### config.mk
export PLATFORM = sky130hd
export DESIGN_NAME = wave_capture_ctrl_flat
export DESIGN_NICKNAME = d
export VERILOG_FILES = /design/src/rtl/wave_capture_if.sv /design/src/rtl/wave_capture_ctrl.sv /design/src/flat_wrapper.sv
export SDC_FILE = /design/constraint.sdc
export NUM_CORES = 1
export LEC_CHECK = 0
export ABC_CLOCK_PERIOD_IN_PS = 3900
export CAP_MARGIN = 20
export CORE_MARGIN = 3
export CORE_UTILIZATION = 55
export DETAILED_ROUTE_END_ITERATION = 12
export HOLD_SLACK_MARGIN = 0.12
export PLACE_DENSITY_LB_ADDON = 0.12
export SETUP_SLACK_MARGIN = 0.05
export SLEW_MARGIN = 20
export SYNTH_ARGS = -nofsm -noshare
export SYNTH_HDL_FRONTEND = slang
export SYNTH_SLANG_ARGS = --single-unit
### constraint.sdc
create_clock -name clk -period 3.9 [get_ports clk]
set_input_delay 0.39 -clock clk [delete_from_list [all_inputs] [get_ports clk]]
set_output_delay 0.39 -clock clk [all_outputs]
set_load 0.005 [all_outputs]
### src/rtl/wave_capture_if.sv
// Bus between the wave capture sequencer, the sample source, the wave
// display and the wave sample RAM write port.
interface wave_capture_if;
    logic        new_sample_ready;
    logic [15:0] new_sample_in;
    logic        wave_display_idle;
    logic [8:0]  write_address;
    logic [7:0]  write_sample;
    logic        write_enable;
    logic        read_index;

    // Environment side: supplies samples and idle, observes RAM writes.
    modport master (
        output new_sample_ready, new_sample_in, wave_display_idle,
        input  write_address, write_sample, write_enable, read_index
    );

    // Capture sequencer side.
    modport slave (
        input  new_sample_ready, new_sample_in, wave_display_idle,
        output write_address, write_sample, write_enable, read_index
    );
endinterface

### src/rtl/wave_capture_ctrl.sv
// Wave capture sequencer: arms on a positive-going zero crossing (or a
// forced timeout), writes 256 samples into the RAM half not on display,
// then flips the displayed half once the display reports idle.
module wave_capture_ctrl #(
    parameter int unsigned TIMEOUT_SAMPLES = 1024,
    parameter int unsigned TO_W            = 11
) (
    input  logic          clk,
    input  logic          reset,
    wave_capture_if.slave bus
);

    typedef enum logic [1:0] {
        S_ARMED  = 2'd0,
        S_ACTIVE = 2'd1,
        S_WAIT   = 2'd2
    } state_t;

    localparam logic [TO_W-1:0] TIMEOUT_CNT = TO_W'(TIMEOUT_SAMPLES);

    state_t          r_state;
    logic [7:0]      r_offset;
    logic [TO_W-1:0] r_to_cnt;
    logic            r_prev_neg;
    logic            r_read_index;
    logic            r_write_enable;
    logic [8:0]      r_write_address;
    logic [7:0]      r_write_sample;

    state_t          w_state_nxt;
    logic [7:0]      w_offset_nxt;
    logic [TO_W-1:0] w_to_cnt_nxt;
    logic            w_prev_neg_nxt;
    logic            w_read_index_nxt;
    logic            w_write_enable_nxt;
    logic [8:0]      w_write_address_nxt;
    logic [7:0]      w_write_sample_nxt;

    logic            w_sample_neg;
    logic            w_crossing;
    logic [TO_W-1:0] w_to_cnt_inc;
    logic            w_timeout;
    logic [7:0]      w_sample_ob;
    logic            w_unused_low_bits;

    assign w_sample_neg  = bus.new_sample_in[15];
    assign w_crossing    = r_prev_neg && !w_sample_neg;
    assign w_to_cnt_inc  = r_to_cnt + TO_W'(1);
    assign w_timeout     = (TIMEOUT_SAMPLES != 0) && (w_to_cnt_inc == TIMEOUT_CNT);
    // Offset binary: flip the sign bit, keep the top 7 magnitude bits.
    assign w_sample_ob   = {~bus.new_sample_in[15], bus.new_sample_in[14:8]};
    // The low byte is below the display resolution and is dropped.
    assign w_unused_low_bits = ^bus.new_sample_in[7:0];

    // Next-state and next-output logic for the capture sequencer.
    always_comb begin
        // NOTE: every signal gets a default before the case so no path can
        // leave one unassigned and infer a latch.
        w_state_nxt         = r_state;
        w_offset_nxt        = r_offset;
        w_to_cnt_nxt        = r_to_cnt;
        w_prev_neg_nxt      = bus.new_sample_ready ? w_sample_neg : r_prev_neg;
        w_read_index_nxt    = r_read_index;
        w_write_enable_nxt  = 1'b0;
        w_write_address_nxt = r_write_address;
        w_write_sample_nxt  = r_write_sample;

        unique case (r_state)
            S_ARMED: begin
                if (bus.new_sample_ready) begin
                    w_to_cnt_nxt = w_to_cnt_inc;
                    if (w_crossing || w_timeout) begin
                        w_write_enable_nxt  = 1'b1;
                        w_write_address_nxt = {~r_read_index, 8'd0};
                        w_write_sample_nxt  = w_sample_ob;
                        w_offset_nxt        = 8'd1;
                        w_state_nxt         = S_ACTIVE;
                    end
                end
            end
            S_ACTIVE: begin
                if (bus.new_sample_ready) begin
                    w_write_enable_nxt  = 1'b1;
                    w_write_address_nxt = {~r_read_index, r_offset};
                    w_write_sample_nxt  = w_sample_ob;
                    w_offset_nxt        = r_offset + 8'd1;
                    if (r_offset == 8'hFF) begin
                        w_state_nxt = S_WAIT;
                    end
                end
            end
            S_WAIT: begin
                // Samples arriving here only refresh the crossing history.
                if (bus.wave_display_idle) begin
                    w_read_index_nxt = ~r_read_index;
                    w_offset_nxt     = 8'd0;
                    w_to_cnt_nxt     = '0;
                    w_state_nxt      = S_ARMED;
                end
            end
            default: begin
                w_state_nxt = S_ARMED;
            end
        endcase
    end

    // State and output registers with synchronous reset.
    always_ff @(posedge clk) begin
        // NOTE: sequential state uses non-blocking assignments so every
        // register samples the pre-edge values.
        if (reset) begin
            r_state         <= S_ARMED;
            r_offset        <= 8'd0;
            r_to_cnt        <= '0;
            r_prev_neg      <= 1'b0;
            r_read_index    <= 1'b0;
            r_write_enable  <= 1'b0;
            r_write_address <= 9'd0;
            r_write_sample  <= 8'd0;
        end else begin
            r_state         <= w_state_nxt;
            r_offset        <= w_offset_nxt;
            r_to_cnt        <= w_to_cnt_nxt;
            r_prev_neg      <= w_prev_neg_nxt;
            r_read_index    <= w_read_index_nxt;
            r_write_enable  <= w_write_enable_nxt;
            r_write_address <= w_write_address_nxt;
            r_write_sample  <= w_write_sample_nxt;
        end
    end

    assign bus.write_enable  = r_write_enable;
    assign bus.write_address = r_write_address;
    assign bus.write_sample  = r_write_sample;
    assign bus.read_index    = r_read_index;

endmodule
### src/flat_wrapper.sv
// flat-port wrapper written by rule: the top's interface ports become plain ports
module wave_capture_ctrl_flat 
#(
    parameter int unsigned TIMEOUT_SAMPLES = 1024,
    parameter int unsigned TO_W            = 11
)
  (clk, reset, bus_new_sample_ready, bus_new_sample_in, bus_wave_display_idle, bus_write_address, bus_write_sample, bus_write_enable, bus_read_index);
  wave_capture_if bus_i ();
  input  logic clk;
  input  logic reset;
  input wire logic [$bits(bus_i.new_sample_ready)-1:0] bus_new_sample_ready;
  input wire logic [$bits(bus_i.new_sample_in)-1:0] bus_new_sample_in;
  input wire logic [$bits(bus_i.wave_display_idle)-1:0] bus_wave_display_idle;
  output wire logic [$bits(bus_i.write_address)-1:0] bus_write_address;
  output wire logic [$bits(bus_i.write_sample)-1:0] bus_write_sample;
  output wire logic [$bits(bus_i.write_enable)-1:0] bus_write_enable;
  output wire logic [$bits(bus_i.read_index)-1:0] bus_read_index;
  assign bus_i.new_sample_ready = bus_new_sample_ready;
  assign bus_i.new_sample_in = bus_new_sample_in;
  assign bus_i.wave_display_idle = bus_wave_display_idle;
  assign bus_write_address = bus_i.write_address;
  assign bus_write_sample = bus_i.write_sample;
  assign bus_write_enable = bus_i.write_enable;
  assign bus_read_index = bus_i.read_index;
  wave_capture_ctrl #(.TIMEOUT_SAMPLES(TIMEOUT_SAMPLES), .TO_W(TO_W)) u_core (.clk(clk), .reset(reset), .bus(bus_i));
endmodule
-- After elaboration in Yosys (flattened, before gate mapping)
Cells that the tools add are included.
- flip-flop bits (word level): 41
- bits in latches: 0
- RAM bits: 0
- memory bits (read-only): 0
- bits of input ports: 20
- memories: 0
- add/subtract/negate cells: 2
- $mul: 0
- divide/modulo/power cells: 0
- order comparisons: 0
- eq/ne operators: 9
- shifts and indexed selects: 0
- mux-type cells: 26
- bitwise logic cells: 2
- reduce and logical (&&, ||, !) cells: 12
- operator list (kind ; number):
    two-way mux 8 bit ; 7
    two-way mux 9 bit ; 3
    case mux 8 bit (3 select lines) ; 1
    two-way mux 11 bit ; 2
    case mux 11 bit (2 select lines) ; 1
    case mux 9 bit (2 select lines) ; 1
    case mux 8 bit (2 select lines) ; 1
    adder 11 x 1 -> 11 bit, second input constant ; 1
    == test 11 bit, second input constant ; 1
    two-way mux 2 bit ; 5
    AND reduction 5 bit ; 2
    adder 8 x 1 -> 8 bit, second input constant ; 1
    == test 8 bit, second input constant ; 1
    != test 2 bit, second input constant ; 3
    case mux 2 bit (3 select lines) ; 1
    != test 2 x 1 -> 1 bit, second input constant ; 2
    AND reduction 4 bit ; 1
    nonzero test 2 bit ; 2
    two-way mux 1 bit ; 3
    AND reduction 3 bit ; 1
    nonzero test 3 bit ; 1
    == test 2 x 1 -> 1 bit, second input constant ; 1
    == test 2 bit, second input constant ; 1
    logical NOT 2 bit ; 1
    other kinds (6) ; 7

-- Depth between registers and ports, before layout
- depth after elaboration: 6
- depth in mapped cells: 9

-- Worst setup path before layout
Ideal clock, no wire load.
- kind: reg2reg
- from: reg u_core.r_to_cnt[0]
- to: reg u_core.r_write_sample[1] (netlist: u_core.bus.write_sample[1])
- arrival time: 2.188 ns
- data required time: 3.772 ns
- path slack: 1.584 ns
- cell stages (with the launch flop): 9
- path buffers: 1
- path through: dfxtp_1 ha_1 and4_1 mux2i_1 o311a_4 o41ai_4 buf_6 mux2i_1 nor2_1
- word-level cells in the longest chain between the ends: 5
- ends and longest elaborated chain (what ; RTL line ; RTL):
    from (decl) ; wave_capture_ctrl.sv:23 ; logic [TO_W-1:0] r_to_cnt;
    from (signal assigned) ; wave_capture_ctrl.sv:123 ; r_to_cnt <= w_to_cnt_nxt;
    adder 11 x 1 -> 11 bit ; wave_capture_ctrl.sv:48 ; assign w_to_cnt_inc = r_to_cnt + TO_W'(1);
    == test 11 bit ; wave_capture_ctrl.sv:49 ; assign w_timeout = (TIMEOUT_SAMPLES != 0) && (w_to_cnt_inc == TIMEOUT_CNT);
    logical OR 1 bit ; wave_capture_ctrl.sv:72 ; if (w_crossing || w_timeout) begin
    != test 2 x 1 -> 1 bit (no source line) ; n/a ;
    AND reduction 4 bit (no source line) ; n/a ;
    to (signal assigned) ; wave_capture_ctrl.sv:128 ; r_write_sample <= w_write_sample_nxt;
    to (decl) ; wave_capture_ctrl.sv:28 ; logic [7:0] r_write_sample;
No other way between the ends.
A chain may end at the register's enable or synchronous reset.

-- Worst setup path in the final report
- from: reg u_core.r_to_cnt[0]
- to: reg u_core.r_write_sample[3] (netlist: u_core.bus.write_sample[3])
Same word-level chain as after synthesis.

==> impl_results.md <==
* Layout cells sized above 1 at 5.34%
* Die Height at 68.1 um
* Port buffer count at 30
* Total global routing track utilization at 23.1%
* # rows at 21
* Power Dens Cells at 318 nW/um2
* Max_cap viols at 0
* Yosys top cell area share at 38.7%
* Grt total ovfl at 0
* Synth Flop Type: dfxtp_1
* Slew HR at 57.2%
* Filler cells at 281
* CP endpoint kind: register
* Hold Path Class: register to register
* Crit path from: u_core.r_to_cnt[0]$_SDFFE_PP0P_
* Syn_area_per_cell at 8.42 um2
* Net Count, Synth at 277
* Commonest non-fill, non-tap cell in the layout: dfxtp_1
* Post_cts resized at 0
* Synth area leader: dfxtp_1
* Ys Warns at 0
* Starting density of the core at 60.2%
* Crit path cell chain: ha_1, and4_1, mux2i_1, o311a_4, o41ai_4, buf_4, mux2i_1, nor2_1
* Max Transition Viols Final at 0
* Largest cells by area after synthesis: dfxtp_1 39%, a21oi_1 6.1%, mux2i_1 5.2%
* Status: finished, final reports clean
* TritonRoute pass-1 iters at 5
* Routed WL per cell at 14.8 um
* RD Place Congestion at 0.882
* Tcrit/Tclk final at 66.0%
* Startpoint types: register
* Post-CTS Hold Fix Bufs at 0
* # H-tree levels at 2
* Post-CTS Setup Bufs at 0
* Synth-to-Final Area Change at 20.1%
* Minimum clock period at 2.57 ns
* Layout Skew at 0.00972 ns
* Vias per cell at 6.06
* Initial antenna violation count at 0
* Final HPWL DP at 3300 um
* Die area at 4640 um2
* Clock Latency Late Sink at 0.30 ns
* Max incr delay on CP at 0.47 ns
* FF-to-FF Start: u_core.r_to_cnt[0]$_SDFFE_PP0P_
* Root Buffer: clkbuf_8
* CP required at 4.08 ns
* Max Fclk at 0.388 GHz
* Buffers and inverters on the worst path at 1
* Clock net sink count at 41
* CTS buffer count at 5
* Hold Startpoint: u_core.bus.write_address[0]$_SDFFE_PP0P_
* Synth unique cells at 46
* Register area share after synthesis at 38.7%
* Worst Path Max Fanout at 26
* TNS Setup at 0 ns
* Worst Tran Pin Value at 0.624 ns
* Final hold vios at 0
* Routed wire length at 4850 um
* Ys async rst share at 0%
* Vias in the first global route at 1,772
* Unrepaired setup endpoints after global routing: false
* Critical-path top delay cell: dfxtp_1
* Post-synthesis cell area at 2120 um2
* CTS tree: done
* WP data arrival at 2.75 ns
* Worst path most repeated cell: mux2i_1
* Kind of critical path: register to register
* Nets at 305
* IO Count at 39
* DR DRC count at 0
* Leakage at 0.842 nW
* Clock slew at reported path FFs at 0.08 ns
* Area of the multi-input gates at 1200 um2
* First-pass GRT wire length at 8180 um
* Initial DRC count at 193
* Core area at 3520 um2
* # diodes at 0
* Max clock buf depth at 2
* Via count at 1,981
* Post-synth EDFFs at 0
* Antenna-violating nets left at 0
* Synthesized flop and latch total at 41
* Storage element area at 821 um2
* Maximum vdd ir drop at 0.307 mV
* Largest net degree at the start of global routing at 42
* Crit-path leading delay family: compound AO/OA/AOI/OAI gates
* Die W at 68.1 um
* Post-layout util at 72.4%
* Final setup vio count at 0
* Mapped Cells at 252
* Commonest non-fill, non-tap cells in the layout: 41 x dfxtp_1, 30 x clkdlybuf4s50_1, 29 x nor2_1
[cell families after synthesis]
kind of cell    Yosys count  synth area share, %
buf+inv                  22                 4.66
xor+xnor                  1                0.413
flops                    41                 38.7
mux                      11                 5.19
simple gates            101                 24.4
fa+ha+maj                 5                 2.95
compound gates           71                 23.7
[power by group]
group	switching, W	internal (W)	leakage, nW	total (W)
registers	0.00000340	0.000421	0.331	0.000424
clock network	0.000152	0.000192	0.0554	0.000344
logic	0.0000245	0.0000175	0.456	0.0000420
[Yosys cell counts, types with 2 or more instances]
cell type	n
a21oi_1	26
a31o_1	2
a31oi_1	3
a32o_1	3
and2_1	2
and3_1	4
and4_1	2
buf_6	2
clkbuf_1	8
dfxtp_1	41
ha_1	5
inv_1	11
mux2i_1	11
nand2_1	16
nand2b_1	10
nand3_1	17
nand3b_1	3
nand4_1	3
nand4b_1	2
nor2_1	29
nor3_1	4
nor4_1	3
o211ai_1	6
o21ai_0	15
o311a_1	2
o31a_1	2
[metal layers]
layer,vias up,share of wire (%),GRT usage (%),wire length [um]
li1,981,-,-,-
met1,913,48,30.9,2320
met2,81,43,35.0,2110
met3,6,7.6,7.72,369
met4,0,1.2,7.44,57
met5,-,0,0,0
[flip-flops by register name, indices dropped and copies added, names as in the netlist]
| signal | flops |
|---|---|
| u_core.r_offset | 8 |
| u_core.bus.write_sample | 8 |
| u_core.bus.read_index | 1 |
| u_core.bus.write_address | 9 |
| u_core.r_to_cnt | 11 |
| u_core.r_state | 2 |
| u_core.bus.write_enable | 1 |
| u_core.r_prev_neg | 1 |
[tightest hold or removal path, stage by stage (launching register included)]
cell      delay [ns]
dfxtp_1         0.31
nand2b_1        0.06
a21oi_1         0.05
[final timing paths]
kind | endpoint | slack (ns) | cells past startpoint
max | u_core.bus.write_sample[3]$_SDFFE_PP0P_ | 1.33 | 8
min | u_core.bus.write_address[0]$_SDFFE_PP0P_ | 0.47 | 2
max reg2reg | u_core.bus.write_sample[3]$_SDFFE_PP0P_ | 1.33 | 8
min reg2reg | u_core.bus.write_address[0]$_SDFFE_PP0P_ | 0.47 | 2
[per-stage QoR]
stage,std cells,worst slack [ns],hold slack (ns),power [W],cell area (um2)
global route,327,1.17,0.505,0.000842,2550
CTS,327,1.34,0.477,0.000817,2550
floorplan,252,1.58,0.461,0.000456,2120
detailed placement,319,1.29,0.464,0.000476,2440
finish,327,1.33,0.472,0.000810,2550
global placement,319,1.30,0.455,0.000475,2440
[final cells by class]
class | instances | area share [%]
inverter | 11 | 1.62
tap | 46 | 2.26
timing repair buffer | 32 | 12.4
sequential | 41 | 32.2
clock buffer | 6 | 2.85
multi-input combinational | 189 | 47.2
clock inverter | 2 | 1.52
Note: power is estimated with default switching activity, not from simulation.
